<file path="config.mk">
export PLATFORM = sky130hd
export DESIGN_NAME = pll_reset_sequencer_flat
export DESIGN_NICKNAME = d
export VERILOG_FILES = /design/src/rtl/pll_reset_seq_pkg.sv /design/src/rtl/pll_reset_sequencer_if.sv /design/src/rtl/sync_nff.sv /design/src/rtl/pll_reset_sequencer.sv /design/src/flat_wrapper.sv
export SDC_FILE = /design/constraint.sdc
export NUM_CORES = 1
export LEC_CHECK = 0
export ABC_AREA = 1
export BUFFER_PORTS_ARGS = -buffer_cell sky130_fd_sc_hd__buf_2
export CORE_MARGIN = 2
export CORE_UTILIZATION = 30
export CTS_CLUSTER_DIAMETER = 150
export DETAILED_ROUTE_END_ITERATION = 6
export HOLD_SLACK_MARGIN = 0.05
export REMOVE_ABC_BUFFERS = 1
export SYNTH_ARGS = -nofsm -noshare
export SYNTH_HDL_FRONTEND = slang
export SYNTH_HIERARCHICAL = 1
export SYNTH_SLANG_ARGS = --single-unit
</file>
<file path="constraint.sdc">
create_clock -name clock -period 3.3 [get_ports clock]
set_input_delay 0.33 -clock clock [delete_from_list [all_inputs] [get_ports clock]]
set_output_delay 0.33 -clock clock [all_outputs]
set_load 0.01 [all_outputs]
</file>
<file path="src/rtl/pll_reset_seq_pkg.sv">
// Shared types and sizing helpers for the PLL reset sequencer.
package pll_reset_seq_pkg;

    typedef enum logic [1:0] {
        WAIT_LOCK  = 2'd0,
        DEBOUNCE   = 2'd1,
        STAGGER_ST = 2'd2,
        RUN        = 2'd3
    } seq_state_t;

    localparam int LOSS_CNT_W = 8;

    // Counter must hold the larger of the two terminal counts.
    function automatic int cnt_width(input int debounce, input int stagger);
        int max_cnt;
        max_cnt = (debounce > stagger) ? debounce : stagger;
        return $clog2(max_cnt + 1);
    endfunction

endpackage

</file>
<file path="src/rtl/pll_reset_sequencer_if.sv">
// Lock input and staged reset outputs between the PLL wrapper side and design tops.
interface pll_reset_sequencer_if;
    import pll_reset_seq_pkg::*;

    logic                  pll_lock;
    logic                  rst_core_n;
    logic                  rst_periph_n;
    logic                  ready;
    logic                  lock_lost;
    logic [LOSS_CNT_W-1:0] lock_loss_count;

    modport master (
        input  pll_lock,
        output rst_core_n,
        output rst_periph_n,
        output ready,
        output lock_lost,
        output lock_loss_count
    );

    modport slave (
        output pll_lock,
        input  rst_core_n,
        input  rst_periph_n,
        input  ready,
        input  lock_lost,
        input  lock_loss_count
    );

endinterface

</file>
<file path="src/rtl/sync_nff.sv">
// N-stage single-bit synchronizer, asynchronously cleared to 0.
module sync_nff #(
    parameter int N = 2
) (
    input  logic clock,
    input  logic reset_n,
    input  logic d,
    output logic q
);

    logic [N-1:0] stages;

    // NOTE: sequential state is always written with non-blocking assignments so every flop samples pre-edge values.
    always_ff @(posedge clock or negedge reset_n) begin
        if (!reset_n) begin
            stages <= '0;
        end else begin
            stages <= {stages[N-2:0], d};
        end
    end

    assign q = stages[N-1];

endmodule

</file>
<file path="src/rtl/pll_reset_sequencer.sv">
// Turns raw PLL lock into staged core/peripheral resets and a ready flag.
// Define PLL_RESET_SEQ_LOSS_COUNT_EN to build the saturating lock-loss counter.
module pll_reset_sequencer
    import pll_reset_seq_pkg::*;
#(
    parameter int SYNC_STAGES   = 2,
    parameter int LOCK_DEBOUNCE = 1024,
    parameter int STAGGER       = 16
) (
    input  logic                  clock,
    input  logic                  reset_n,
    pll_reset_sequencer_if.master seq
);

    localparam int CW = cnt_width(LOCK_DEBOUNCE, STAGGER);
    // Terminal values are one less than the lengths: the edge that reaches them also leaves the state.
    localparam logic [CW-1:0] DEB_TRIG = CW'(LOCK_DEBOUNCE - 1);
    localparam logic [CW-1:0] STG_TRIG = CW'(STAGGER - 1);

    logic          lock_s;
    seq_state_t    state_q, state_d;
    logic [CW-1:0] cnt_q, cnt_d;
    logic          loss;

    sync_nff #(.N(SYNC_STAGES)) u_lock_sync (
        .clock   (clock),
        .reset_n (reset_n),
        .d       (seq.pll_lock),
        .q       (lock_s)
    );

    // NOTE: every always_comb output gets a default first, so no path can infer a latch.
    always_comb begin
        state_d = state_q;
        cnt_d   = cnt_q;
        loss    = 1'b0;
        case (state_q)
            WAIT_LOCK: begin
                if (lock_s) begin
                    state_d = DEBOUNCE;
                    cnt_d   = CW'(1);
                end
            end
            DEBOUNCE: begin
                if (!lock_s) begin
                    state_d = WAIT_LOCK;
                    cnt_d   = '0;
                end else if (cnt_q >= DEB_TRIG) begin
                    state_d = STAGGER_ST;
                    cnt_d   = '0;
                end else begin
                    cnt_d = cnt_q + CW'(1);
                end
            end
            STAGGER_ST: begin
                if (!lock_s) begin
                    state_d = WAIT_LOCK;
                    cnt_d   = '0;
                    loss    = 1'b1;
                end else if (cnt_q >= STG_TRIG) begin
                    state_d = RUN;
                    cnt_d   = '0;
                end else begin
                    cnt_d = cnt_q + CW'(1);
                end
            end
            RUN: begin
                if (!lock_s) begin
                    state_d = WAIT_LOCK;
                    cnt_d   = '0;
                    loss    = 1'b1;
                end
            end
            default: begin
                state_d = WAIT_LOCK;
                cnt_d   = '0;
            end
        endcase
    end

    // Outputs are decoded from the next state so they change on the same edge as the state.
    always_ff @(posedge clock or negedge reset_n) begin
        if (!reset_n) begin
            state_q          <= WAIT_LOCK;
            cnt_q            <= '0;
            seq.rst_core_n   <= 1'b0;
            seq.rst_periph_n <= 1'b0;
            seq.ready        <= 1'b0;
            seq.lock_lost    <= 1'b0;
        end else begin
            state_q          <= state_d;
            cnt_q            <= cnt_d;
            seq.rst_core_n   <= (state_d == STAGGER_ST) || (state_d == RUN);
            seq.rst_periph_n <= (state_d == RUN);
            seq.ready        <= (state_d == RUN);
            seq.lock_lost    <= loss;
        end
    end

`ifdef PLL_RESET_SEQ_LOSS_COUNT_EN
    logic [LOSS_CNT_W-1:0] loss_cnt_q;

    always_ff @(posedge clock or negedge reset_n) begin
        if (!reset_n) begin
            loss_cnt_q <= '0;
        end else if (loss && (loss_cnt_q != '1)) begin
            loss_cnt_q <= loss_cnt_q + LOSS_CNT_W'(1);
        end
    end

    assign seq.lock_loss_count = loss_cnt_q;
`else
    assign seq.lock_loss_count = '0;
`endif

endmodule
</file>
<file path="src/flat_wrapper.sv">
// flat-port wrapper written by rule: the top's interface ports become plain ports
module pll_reset_sequencer_flat import pll_reset_seq_pkg::*;
#(
    parameter int SYNC_STAGES   = 2,
    parameter int LOCK_DEBOUNCE = 1024,
    parameter int STAGGER       = 16
)
  (clock, reset_n, seq_pll_lock, seq_rst_core_n, seq_rst_periph_n, seq_ready, seq_lock_lost, seq_lock_loss_count);
  pll_reset_sequencer_if seq_i ();
  input  logic clock;
  input  logic reset_n;
  input wire logic [$bits(seq_i.pll_lock)-1:0] seq_pll_lock;
  output wire logic [$bits(seq_i.rst_core_n)-1:0] seq_rst_core_n;
  output wire logic [$bits(seq_i.rst_periph_n)-1:0] seq_rst_periph_n;
  output wire logic [$bits(seq_i.ready)-1:0] seq_ready;
  output wire logic [$bits(seq_i.lock_lost)-1:0] seq_lock_lost;
  output wire logic [$bits(seq_i.lock_loss_count)-1:0] seq_lock_loss_count;
  assign seq_i.pll_lock = seq_pll_lock;
  assign seq_rst_core_n = seq_i.rst_core_n;
  assign seq_rst_periph_n = seq_i.rst_periph_n;
  assign seq_ready = seq_i.ready;
  assign seq_lock_lost = seq_i.lock_lost;
  assign seq_lock_loss_count = seq_i.lock_loss_count;
  pll_reset_sequencer #(.SYNC_STAGES(SYNC_STAGES), .LOCK_DEBOUNCE(LOCK_DEBOUNCE), .STAGGER(STAGGER)) u_core (.clock(clock), .reset_n(reset_n), .seq(seq_i));
endmodule
</file>
Yosys cells after proc, flatten, opt, wreduce, memory -nomap -nowiden
Cells that the tools add are included.
- bits in registers: 18
- word-level logic and storage cells: 36
- $add $sub $neg: 1
- magnitude comparators: 2
- eq/ne operators: 7
- mux-type cells: 16
- reductions and logical operators: 4
- operators by type and width (cell ; number):
    $mux 11 ; 6
    $pmux 11 s4 ; 1
    $mux 2 ; 6
    $add 11x1->11 const B ; 1
    $ge 11x10->1 const B ; 1
    $ge 11x4->1 const B ; 1
    $eq 2x2->1 const B ; 4
    $pmux 2 s4 ; 1
    $ne 2x2->1 const B ; 2
    $eq 2x1->1 const B ; 1
    $logic_not 2->1 ; 1
    $mux 1 ; 2
    $reduce_and 2->1 ; 1
    $reduce_or 2->1 ; 1
    $logic_or 1x1->1 ; 1

Longest topological paths before layout
- depth in word-level cells: 6
- gate-level depth with buffers: 10

By module
Netlist, hierarchy kept.
- by module, submodules not included (module ; instances ; cells each ; area each (sq um)):
    pll_reset_sequencer ; 1 ; 148 ; 1043.5
    sync_nff ; 1 ; 2 ; 50.0

Worst setup path before layout
No wires, ideal clock.
- kind: flip-flop to flip-flop
- from: register u_core.cnt_q[0]
- to: register u_core.cnt_q[0]
- library setup time: 77 ps
- arrival: 1253 ps
- path slack: 1969 ps
- stages on the path, launching flop included: 9
- path buffers: 0
- period minus slack after synthesis: 1331 ps
- path through: dfrtp_1 -> ha_1 -> nand2_1 -> nor2_4 -> nand3_1 -> nand4_2 -> nand2_4 -> nand2_1 -> a21oi_1
- cells in the longest elaborated chain, start to end: 4
- ends and longest elaborated chain (item ; line ; text):
    start: declaration ; pll_reset_sequencer.sv:22 ; logic [CW-1:0] cnt_q, cnt_d;
    start signal: assignment ; pll_reset_sequencer.sv:92 ; cnt_q <= cnt_d;
    $add 11x1->11, or another cell as far along ; pll_reset_sequencer.sv:52, pll_reset_sequencer.sv:64 ;
    $mux 11 (on tied branches) ; pll_reset_sequencer.sv:60, pll_reset_sequencer.sv:48 ;
    $mux 11 (on tied branches) ; pll_reset_sequencer.sv:56, pll_reset_sequencer.sv:45 ;
    $pmux 11 s4 (*) ; pll_reset_sequencer.sv:37 ; case (state_q)
Mark *: on every way between the ends. The rest lies on a longest branch, timed or not.
A chain may end at the register's enable or synchronous reset.

Worst setup path in the final report
Same ends and word-level chain as after synthesis.

==> metrics <==
f_max=662 MHz; Max Cap Viol=0; post-CTS sizing=0; Total GRT Usage=11.5%; number of I/O pins=15; final-report max-slew violation count=0; Placed Cells=199; Avg Cell Area, Syn=7.29 um^2; Post-Layout Cell Count=around 200; share of total power in sequential cells=roughly 55%; Worst Skew=0.0116 ns; #FFs+latches synth=18; R2R setup slack=1.79 ns; Post-Syn Area=0.00109 mm^2; H-tree depth=1; count leader, synth=nand2_1; Hold Crit Class=input port to flop; Clock transition at path regs=0.12 ns; global route overflow=0; CTS buffer count=3; core area=0.00342 mm^2; Vias=939; Final Hold Fails=0; Seq/Total Area, Yosys=41.2%; CP startpoint kind=flop; Hold Slack=0.139 ns; vias in the first global route=approximately 900; clock share of power=a little under a third; Peak VDD IR=0.162 mV; fillers=around 380; Area contributors post-synth=dfrtp_1 (41%), nand2_1 (11%), nand3_1 (9.6%), buf_4 (6.9%), inv_1 (6.9%); number of routed nets with antenna violations=0; first-pass GRT wire length=3750 um; Final min period=1.51 ns; Synthesis Warnings=6; Final GP Congestion=0.889; Initial Util=around a third; net switching power figure=between 0.1 and 0.15 mW; share of layout cells above drive strength 1=13.9%; DRT Pass-1 Iters=4; initial antenna violation count=0; die width=64.4 um; final WL=roughly 2100 um; Yosys top cell by area=dfrtp_1; switching part of the total=28.0%; pre-CTS setup slack=roughly 1.8 ns; fin util=34.5%; initial drt markers=35; CTS Hold Bufs=1; critical path peak fanout=8; WL/cell=10.4 um; setup bufs post-CTS=0; RSZ-0062 raised after global routing=false; IO buf count=6; Row Count=21; Logic pwr share=13.5%; DRC=0; worst skew pair latency=0.30 ns; post-route cell area=between 0.001 and 0.0015 mm^2; prevailing post-synth register cell=dfrtp_1; crit share post-route=45.8%; final total power=0.437 mW; Post-Synthesis Cells=150; Leakage=0.618 nW; Post-synth EDFFs=0; post-synth cell types=20; cell internal pwr=0.315 mW; largest net degree at the start of global routing=19; post-DP HPWL=1630 um; status=finished, final reports clean; Yosys top cell area share=41.2%; clock buffer depth=2; Worst EP required=between 3 and 4 ns; Nets=163; power density over the cells=371 mW/mm^2; CTS root buffer=clkbuf_4; # diodes=0; clk sinks=18; most instantiated cells after synthesis=nand2_1 (32), nand3_1 (21), inv_1 (20); FFs w/ async S/R, synth=100%; CTS tree=yes; Die Ht=around 64 um; area grow syn2layout=7.78%; Cell Area, Placed=approximately 0.0011 mm^2; Vias per Instance=4.60; final worst setup slack=between 1.5 and 2 ns; CP arrival=between 1.5 and 2 ns; Die ar.=around 0.0041 mm^2; Setup violations, final=0; crit path kind=flop to flop; Setup crit end kind=flop; final setup TNS=0 ns
-- metal layers --
layer / share of wire, % / vias up / wire, um / global-route usage, %
met3: 4.7 / 2 / 100 / 2.11
met5: 0 / - / 0 / 0
met1: 51 / 438 / 1080 / 16.0
met2: 43 / 23 / 922 / 17.6
li1: - / 476 / - / -
met4: 0.99 / 0 / 21 / 4.79
-- cells in the final DEF, fill, tap and decap left out, types with 2 or more instances in the layout --
cell      instances
nor2_2            2
nand4_1           5
buf_2             6
inv_2             3
nand3_1          21
conb_1            8
o21ai_1           7
a21oi_1           2
dfrtp_1          18
clkbuf_4          3
inv_1            20
nand2_1          32
o21ai_0           3
nor2_1           18
o21ai_2           2
-- registers in the layout, indices dropped and copies added (netlist names) --
register / flops
u_core/cnt_q: 11
u_core/seq.lock_lost: 1
u_core/seq.ready: 1
u_core/seq.rst_core_n: 1
u_core/state_q: 2
u_core/u_lock_sync/stages: 2
-- path summary, 6_finish.rpt --
check / cells after the start / from / endpoint
worst max-delay path: 8 / u_core/cnt_q[0] / u_core/cnt_q[0]
worst min-delay path: 1 / seq_pll_lock / u_core/u_lock_sync/stages[0]
min in group asynchronous: 2 / reset_n / u_core/cnt_q[9]
max in group asynchronous: 2 / reset_n / u_core/seq.ready
worst min register to register: 0 / u_core/u_lock_sync/stages[0] / u_core/u_lock_sync/stages[1]
worst max register to register: 8 / u_core/cnt_q[0] / u_core/cnt_q[0]
-- area by class of cell --
class	instances	area [um^2]	share of cell area (%)
flip-flops and latches	18	450	38.2
clock buffers	4	36.3	3.08
inverters	23	86.3	7.32
well taps	46	57.6	4.88
repair buffers	7	40.0	3.40
multi-input cells	106	508	43.1
-- critical path, stage by stage (launching register included) --
cell and delay (ns):
dfrtp_1 0.41, ha_1 0.23, nand2_1 0.13, nor2_4 0.06, nand3_1 0.12, nand4_2 0.15
nand2_4 0.14, nand2_1 0.06, a21oi_1 0.13
-- cell families (layout without fill, tap and decap cells) --
kind of cell | count (synthesis) | after routing | synth area share [%]
buffers and inverters | 33 | 34 | 14.8
AOI/OAI and AO/OA | 14 | 14 | 7.09
DFF | 18 | 18 | 41.2
other | 1 | 8 | 0.343
adders and majority gates | 1 | 1 | 1.14
and+or+nand+nor | 83 | 83 | 35.5
-- power groups by stage --
stage	combinational, mW	sequential [mW]	clock [mW]
global route	0.0703	0.242	0.152
detailed placement	0.0590	0.244	0
CTS	0.0600	0.239	0.146
global placement	0.0588	0.244	0
finish	0.0590	0.239	0.139
floorplan	0.0441	0.242	0
Power figures use the tool's default switching activity.
